$ cat src/rtl/mux_arb_pkg.sv
// mux_arb_pkg: shared types, sizes and round-robin pick helper for the 4:1 arbiter.
package mux_arb_pkg;
  localparam int NUM_REQ = 4;
  localparam int SEL_W   = 2;

  typedef enum logic {IDLE, GRANTED} state_e;

  typedef struct packed {
    logic             found;
    logic [SEL_W-1:0] idx;
  } pick_t;

  // Scan ptr+1, ptr+2, ptr+3, ptr; the descending loop lets the nearest hit win.
  function automatic pick_t rr_pick(input logic [NUM_REQ-1:0] req, input logic [SEL_W-1:0] ptr);
    pick_t            p;
    logic [SEL_W-1:0] c;
    p = '0;
    for (int k = NUM_REQ; k >= 1; k--) begin
      c = ptr + SEL_W'(k);
      if (req[c]) begin
        p.found = 1'b1;
        p.idx   = c;
      end
    end
    return p;
  endfunction

  function automatic logic [NUM_REQ-1:0] onehot(input logic [SEL_W-1:0] i);
    return NUM_REQ'(1) << i;
  endfunction
endpackage

$ cat src/rtl/mux_4to1_32bit.sv
// mux_4to1_32bit: combinational 4:1 data selector driven by the arbiter's Select.
module mux_4to1_32bit #(
  parameter int WIDTH = 32
) (
  input  logic [WIDTH-1:0] in0_i,
  input  logic [WIDTH-1:0] in1_i,
  input  logic [WIDTH-1:0] in2_i,
  input  logic [WIDTH-1:0] in3_i,
  input  logic [1:0]       sel_i,
  output logic [WIDTH-1:0] out_o
);
  assign out_o = sel_i[1] ? (sel_i[0] ? in3_i : in2_i) : (sel_i[0] ? in1_i : in0_i);
endmodule

$ cat src/rtl/mux_4to1_32bit_arbiter.sv
// mux_4to1_32bit_arbiter: round-robin burst arbiter feeding a registered valid/ready output.
// Optional per-grant beat cap enabled by defining ARB_MAX_HOLD_EN.
module mux_4to1_32bit_arbiter
  import mux_arb_pkg::*;
#(
  parameter int WIDTH     = 32,
  parameter int MAX_BEATS = 16
) (
  input  logic               Clock,
  input  logic               Reset_n,
  input  logic [NUM_REQ-1:0] Req,
  input  logic [NUM_REQ-1:0] Last,
  input  logic [WIDTH-1:0]   In0,
  input  logic [WIDTH-1:0]   In1,
  input  logic [WIDTH-1:0]   In2,
  input  logic [WIDTH-1:0]   In3,
  output logic [NUM_REQ-1:0] Ack,
  output logic [NUM_REQ-1:0] Grant,
  output logic [SEL_W-1:0]   Select,
  output logic               Busy,
  output logic [WIDTH-1:0]   Out,
  output logic               Out_valid,
  input  logic               Out_ready
);
  if (MAX_BEATS < 1 || MAX_BEATS > 255) begin : g_bad_max_beats
    $error("MAX_BEATS must be within 1..255");
  end

  state_e           state_q, state_d;
  logic [SEL_W-1:0] gidx_q, gidx_d;
  logic [SEL_W-1:0] ptr_q, ptr_d;
  logic [WIDTH-1:0] out_q, out_d, mux_out;
  logic             out_valid_q, out_valid_d;
  logic             granted, can_load, ack_g, cap_hit, release_g;
  pick_t            pick;

  assign granted   = state_q == GRANTED;
  assign can_load  = ~out_valid_q | Out_ready;
  assign ack_g     = granted & Req[gidx_q] & can_load;
  assign release_g = ack_g & (Last[gidx_q] | cap_hit);
  assign pick      = rr_pick(Req, ptr_q);

  assign Grant     = granted ? onehot(gidx_q) : '0;
  assign Ack       = ack_g ? onehot(gidx_q) : '0;
  assign Select    = granted ? gidx_q : '0;
  assign Busy      = granted;
  assign Out       = out_q;
  assign Out_valid = out_valid_q;

  mux_4to1_32bit #(.WIDTH(WIDTH)) u_mux (
    .in0_i (In0),
    .in1_i (In1),
    .in2_i (In2),
    .in3_i (In3),
    .sel_i (Select),
    .out_o (mux_out)
  );

`ifdef ARB_MAX_HOLD_EN
  logic [7:0] cnt_q, cnt_d;
  // cnt_q counts beats already taken, so this Ack is beat cnt_q+1.
  assign cap_hit = ~Last[gidx_q] & (cnt_q == 8'(MAX_BEATS - 1));
  assign cnt_d   = !granted ? 8'd0 : ack_g ? cnt_q + 8'd1 : cnt_q;
  always_ff @(posedge Clock or negedge Reset_n) begin
    if (!Reset_n) cnt_q <= 8'd0;
    else          cnt_q <= cnt_d;
  end
`else
  assign cap_hit = 1'b0;
`endif

  always_comb begin
    state_d     = state_q;
    gidx_d      = gidx_q;
    ptr_d       = ptr_q;
    if (!granted) begin
      if (pick.found) begin
        state_d = GRANTED;
        gidx_d  = pick.idx;
      end
    end else if (release_g) begin
      state_d = IDLE;
      ptr_d   = gidx_q;
    end
    out_d       = ack_g ? mux_out : out_q;
    out_valid_d = ack_g | (out_valid_q & ~Out_ready);
  end

  always_ff @(posedge Clock or negedge Reset_n) begin
    if (!Reset_n) begin
      state_q     <= IDLE;
      gidx_q      <= '0;
      ptr_q       <= SEL_W'(NUM_REQ - 1);
      out_q       <= '0;
      out_valid_q <= 1'b0;
    end else begin
      state_q     <= state_d;
      gidx_q      <= gidx_d;
      ptr_q       <= ptr_d;
      out_q       <= out_d;
      out_valid_q <= out_valid_d;
    end
  end
endmodule
$ cat config.mk
export PLATFORM = sky130hd
export DESIGN_NAME = mux_4to1_32bit_arbiter
export DESIGN_NICKNAME = d
export VERILOG_FILES = /design/src/rtl/mux_arb_pkg.sv /design/src/rtl/mux_4to1_32bit.sv /design/src/rtl/mux_4to1_32bit_arbiter.sv
export SDC_FILE = /design/constraint.sdc
export NUM_CORES = 1
export LEC_CHECK = 0
export BUFFER_PORTS_ARGS = -buffer_cell sky130_fd_sc_hd__buf_2
export CAP_MARGIN = 20
export CORE_MARGIN = 5
export CORE_UTILIZATION = 42
export CTS_CLUSTER_DIAMETER = 150
export DETAILED_ROUTE_END_ITERATION = 10
export HOLD_SLACK_MARGIN = 0.12
export PLACE_DENSITY_LB_ADDON = 0.2
export SETUP_SLACK_MARGIN = 0.5
export SKIP_CTS_REPAIR_TIMING = 1
export SLEW_MARGIN = 15
export SYNTH_ARGS = -nofsm -noshare
export SYNTH_HDL_FRONTEND = slang
export SYNTH_SLANG_ARGS = --single-unit
$ cat constraint.sdc
create_clock -name Clock -period 1.97 [get_ports Clock]
set_clock_uncertainty 0.05 [all_clocks]
set_input_delay 0.2955 -clock Clock [delete_from_list [all_inputs] [get_ports Clock]]
set_output_delay 0.2955 -clock Clock [all_outputs]
set_load 0.03 [all_outputs]
# Word-level counts from Yosys, hierarchy flattened
# Index checks and enable logic that the tools add are counted.
dict set report classes {
  div 0
  n_shift 1
  add_sub_neg 3
  n_lt_le_gt_ge 5
  n_eq_ne 0
  mul 0
  n_bitwise 9
  n_reduce_logical 2
  mux 25
}
# operator n
set op_table {}
lappend op_table {{$mux 32} 3}
lappend op_table {{$lt 2x3->1 const B} 5}
lappend op_table {{$bmux 1 s2} 6}
lappend op_table {{$mux 3} 4}
lappend op_table {{$mux 1} 9}
lappend op_table {{$mux 4} 2}
lappend op_table {{$add 2x2->2 const B} 2}
lappend op_table {{$and 1x1->1} 4}
lappend op_table {{$reduce_and 2->1} 2}
lappend op_table {{$shl 1x2->4 const A} 1}
lappend op_table {{$not 1->1} 3}
lappend op_table {{$add 2x1->2 const B} 1}
lappend op_table {{$mux 2} 1}
lappend op_table {{$or 1x1->1} 2}
dict set report word_totals {
  regBits 38
  ram_bits 0
  latchBits 0
  mem_bits_ro 0
  n_memories 0
  wordCells 50
}

# Logic depth before layout (Yosys ltp)
dict set report logic_depth {
  ltp_word 8
  ltp_mapped 7
  mapped_depth_nobuf 4
}

# Cells and area by module
# A second synthesis with hierarchy kept.
dict set report hier_totals {
  hier_cells 158
  area_unflattened_um2 2616.3
}
# module n_inst seq_area_each_um2 cells_each area_per_inst_um2
set modules_own_cells {}
lappend modules_own_cells {mux_4to1_32bit_arbiter 1 953.4 119 1801.7}
lappend modules_own_cells {mux_4to1_32bit 1 0.0 39 814.5}

# Least setup slack after synthesis
# No wires, ideal clock.
dict set report synth_timing {
  path_kind {register -> output}
  startpoint {register gidx_q[0]}
  endpoint {output port Ack[1]}
  path_buffers 2
  arrival_ns 1.837
  stages_incl_launch_ff 6
  setup_slack_ns -0.212
  cell_sequence {dfrtp_1 > buf_4 > mux4_2 > nand2_2 > buf_6 > nor3_1}
}
dict set report synth_via {
  elab_chain_len 5
  word_cells_on_any_way 6
}
# element line_no
set synth_lines {}
lappend synth_lines {{start: declaration} mux_4to1_32bit_arbiter.sv:30} ;# logic [SEL_W-1:0] gidx_q, gidx_d;
lappend synth_lines {{start signal: assignment} mux_4to1_32bit_arbiter.sv:98} ;# gidx_q <= gidx_d;
lappend synth_lines {{$bmux 1 s2} mux_4to1_32bit_arbiter.sv:39} ;# assign ack_g = granted & Req[gidx_q] & can_load;
lappend synth_lines {{$mux 1 (not written as such)} mux_4to1_32bit_arbiter.sv:39}
lappend synth_lines {{$and 1x1->1 (2 in a row)} mux_4to1_32bit_arbiter.sv:39}
lappend synth_lines {{$mux 4 *} mux_4to1_32bit_arbiter.sv:44} ;# assign Ack = ack_g ? onehot(gidx_q) : '0;
lappend synth_lines {{end: declaration} mux_4to1_32bit_arbiter.sv:17} ;# output logic [NUM_REQ-1:0] Ack,
# Every way passes the cells marked *; elsewhere a longest branch is shown, timed or not. The select of a mux whose other input is x is not followed.

# Final worst setup path
dict set report layout_timing {
  startpoint {register gidx_q[0]}
  endpoint {output port Ack[2]}
}
# Same word-level chain as after synthesis.

==> impl_metrics.csv <==
group,metric,value,unit
place,io_buffers,182,
logic_synthesis,ys_types,34,
finish,stdcell_count,589,
pwr,powerDensity,1810,nW/um^2
floorplanning,core,6350,um^2
cts,cts_tree,"built",
sta,grt_setup_unrepaired,"true",
cts,cts_buffers,5,
cts,clock-sinks,38,
sta,worst_slew_pin_slew,0.546,ns
cts,root_buffer,"clkbuf_8",
logic_synthesis,ys_warn_count,0,
sta,holdWs,0.260,ns
worst_setup_path,cp-start-kind,"flop",
floorplanning,rows,29,
place,post-place-cells,547,
sta,period_share,1.04,
logic_synthesis,syn_inst,301,
sta,setup_ws,-0.0755,ns
grt,antenna_found_initial,0,
floorplanning,design.die.area,8210,um^2
logic_synthesis,yosysSeqAreaShare,0.350,
routing,wl,10.3,mm
floorplanning,die_y,90.6,um
sta,slew_headroom,0.636,
place,place_area,3820,um^2
floorplanning,io_pins,183,
run,drv_cap,0,
logic_synthesis,ys_seq_elements,38,
worst_setup_path,cp_max_fo,4,
sta,period_needed,2.05,ns
hold_path,min_path_type,"primary input to flop",
pwr,ir_drop,1020,uV
sta,fmax,0.489,GHz
place,place.detailed.hpwl,6.69,mm
cts,clk_pin_slew,0.08,ns
routing,post_drt_wl_per_cell,17.6,um
cts,htreeDepth,2,
finish,layout-area-overhead-vs-synth,67.9,%
finish,design_area,4580,um^2
worst_setup_path,cp-end-kind,"output port",
finish,antenna_cells,0,
cts,cts.path.max_buffers,2,
pwr,finalPower,8.28,mW
cts,clk_latency,0.29,ns
routing,via_count,3103,
worst_setup_path,cp_data_required_time,1.62,ns
routing,drtIter0Drc,80,
run_status,violations,"negative setup slack",
pwr,power.static_leakage,2.46,nW
sta,finalHoldViolations,0,
routing,vias_per_cell,5.27,
routing,post-route-drc-count,0,
run_status,status,"finished, violations left",
routing,ant_nets,0,
floorplanning,initial_core_util,0.430,
grt,grt_pass1_vias,2949,
grt,grt_max_degree,34,
finish,nets,650,
logic_synthesis,synth_area,2730,um^2
logic_synthesis,syn_avg_cell_area,9.06,um^2
floorplanning,die_w,90.6,um
sta,slew_viol_final,0,
worst_setup_path,r2r_setup_slack,0.08,ns
place,gp_congestion,0.760,
sta,setup_violations,2,
place,pre_cts_slack,0.112,ns
grt,grt_pass1_wl,14.2,mm
grt,grt_overflow,0,
grt,grtUsageTotal,0.205,
logic_synthesis,synth_nets,440,
worst_setup_path,worstPathArrival,1.70,ns
worst_setup_path,crit_type,"flop to output port",
finish,drive_above_1_share,0.619,
routing,drt_first_pass_iters,5,
[layout by cell type (no fill, tap or decap), drive strengths merged]
cell / count
o32ai: 1
or2: 1
nor2b: 1
nand2: 70
a21o: 1
a21oi: 2
o22ai: 1
o32a: 1
o41ai: 31
o21ai: 32
inv: 4
nor2: 39
dfstp: 2
mux2: 3
clkbuf: 12
mux2i: 32
a31oi: 2
dlygate4sd3: 1
nor3b: 1
dfrtp: 36
nand2b: 4
clkinv: 2
buf: 223
and2: 2
a221oi: 1
nor3: 2
and3: 1
mux4: 2
nand3: 2
[final cells by class]
class / count / area, um^2
repair buffers: 229 / 1570
inverters: 5 / 18.8
fillers: 509 / 1770
clock inverters: 1 / 5.00
flip-flops and latches: 38 / 957
clock buffers: 7 / 86.3
well taps: 77 / 96.3
multi-input cells: 232 / 1850
[routing by layer]
metal	GRT usage	share of wire
met5	0	0
met4	0.0496	0.013
met2	0.360	0.52
met1	0.250	0.40
met3	0.0483	0.071
[worst max-delay path, stage by stage (launching register included)]
cell and delay, ns:
dfrtp_2 0.39, mux4_2 0.57, and2_4 0.20, nand2_4 0.08
nor2_4 0.04, buf_6 0.13
[metrics by stage]
| stage | util | TNS [ns] |
|---|---|---|
| floorplan | - | 0 |
| global placement | 0.601 | 0 |
| CTS | 0.616 | -0.418 |
| detailed placement | 0.601 | 0 |
| global route | 0.721 | -0.273 |
| finish | 0.721 | -0.147 |
[path summary, 6_finish.rpt]
| kind | startpoint | end | cells past startpoint |
|---|---|---|---|
| worst max-delay path | gidx_q[0] | Ack[2] | 5 |
| worst min-delay path | In0[11] | Out[11] | 3 |
| worst max register to register | gidx_q[0] | Out[23] | 11 |
| worst min register to register | Out[21] | Out[21] | 2 |
| max in group asynchronous | Reset_n | Out[30] | 3 |
| min in group asynchronous | Reset_n | Out[16] | 2 |
[cell families (layout without fill, tap and decap cells)]
logic type	count (synthesis)	count (layout)	share of synthesized area
compound gates	72	72	0.259
flops	38	38	0.350
mux	37	37	0.146
buf+inv	31	242	0.0592
simple gates	123	123	0.186
[state kept, by name (all words and copies together), names as in the netlist]
name       flops
Busy           1
ptr_q          2
Out_valid      1
gidx_q         2
Out           32
[report_power, final]
part	internal, mW	switching (mW)	leakage, nW	total [mW]
clock network	0.283	0.274	0.0482	0.557
registers	1.20	0.251	0.459	1.45
logic	2.77	3.50	1.95	6.28
[synth_stat cells]
cell,number,share of area
nand2_1,69,0.095
nor2_1,39,0.054
dfrtp_1,36,0.33
mux2i_1,32,0.12
o21ai_0,32,0.059
o41ai_2,28,0.17
clkbuf_1,13,0.018
buf_2,6,0.011
inv_1,5,0.0069
buf_6,4,0.017
nand2b_1,4,0.0092
o41ai_1,3,0.0096
a21oi_1,2,0.0037
a31oi_1,2,0.0046
buf_4,2,0.0055
dfstp_2,2,0.019
mux2_1,2,0.0083
mux4_2,2,0.017
nand3_2,2,0.0073
nor3_1,2,0.0037
a21o_1,1,0.0028
a221oi_1,1,0.0032
and2_1,1,0.0023
and2_4,1,0.0032
and3_1,1,0.0023
buf_1,1,0.0014
mux2_2,1,0.0041
nand2_2,1,0.0023
nor2b_1,1,0.0023
nor3b_1,1,0.0028
o22ai_1,1,0.0023
o32a_1,1,0.0037
o32ai_1,1,0.0032
or2_2,1,0.0023
No activity file was read; power rests on OpenSTA's default activity.
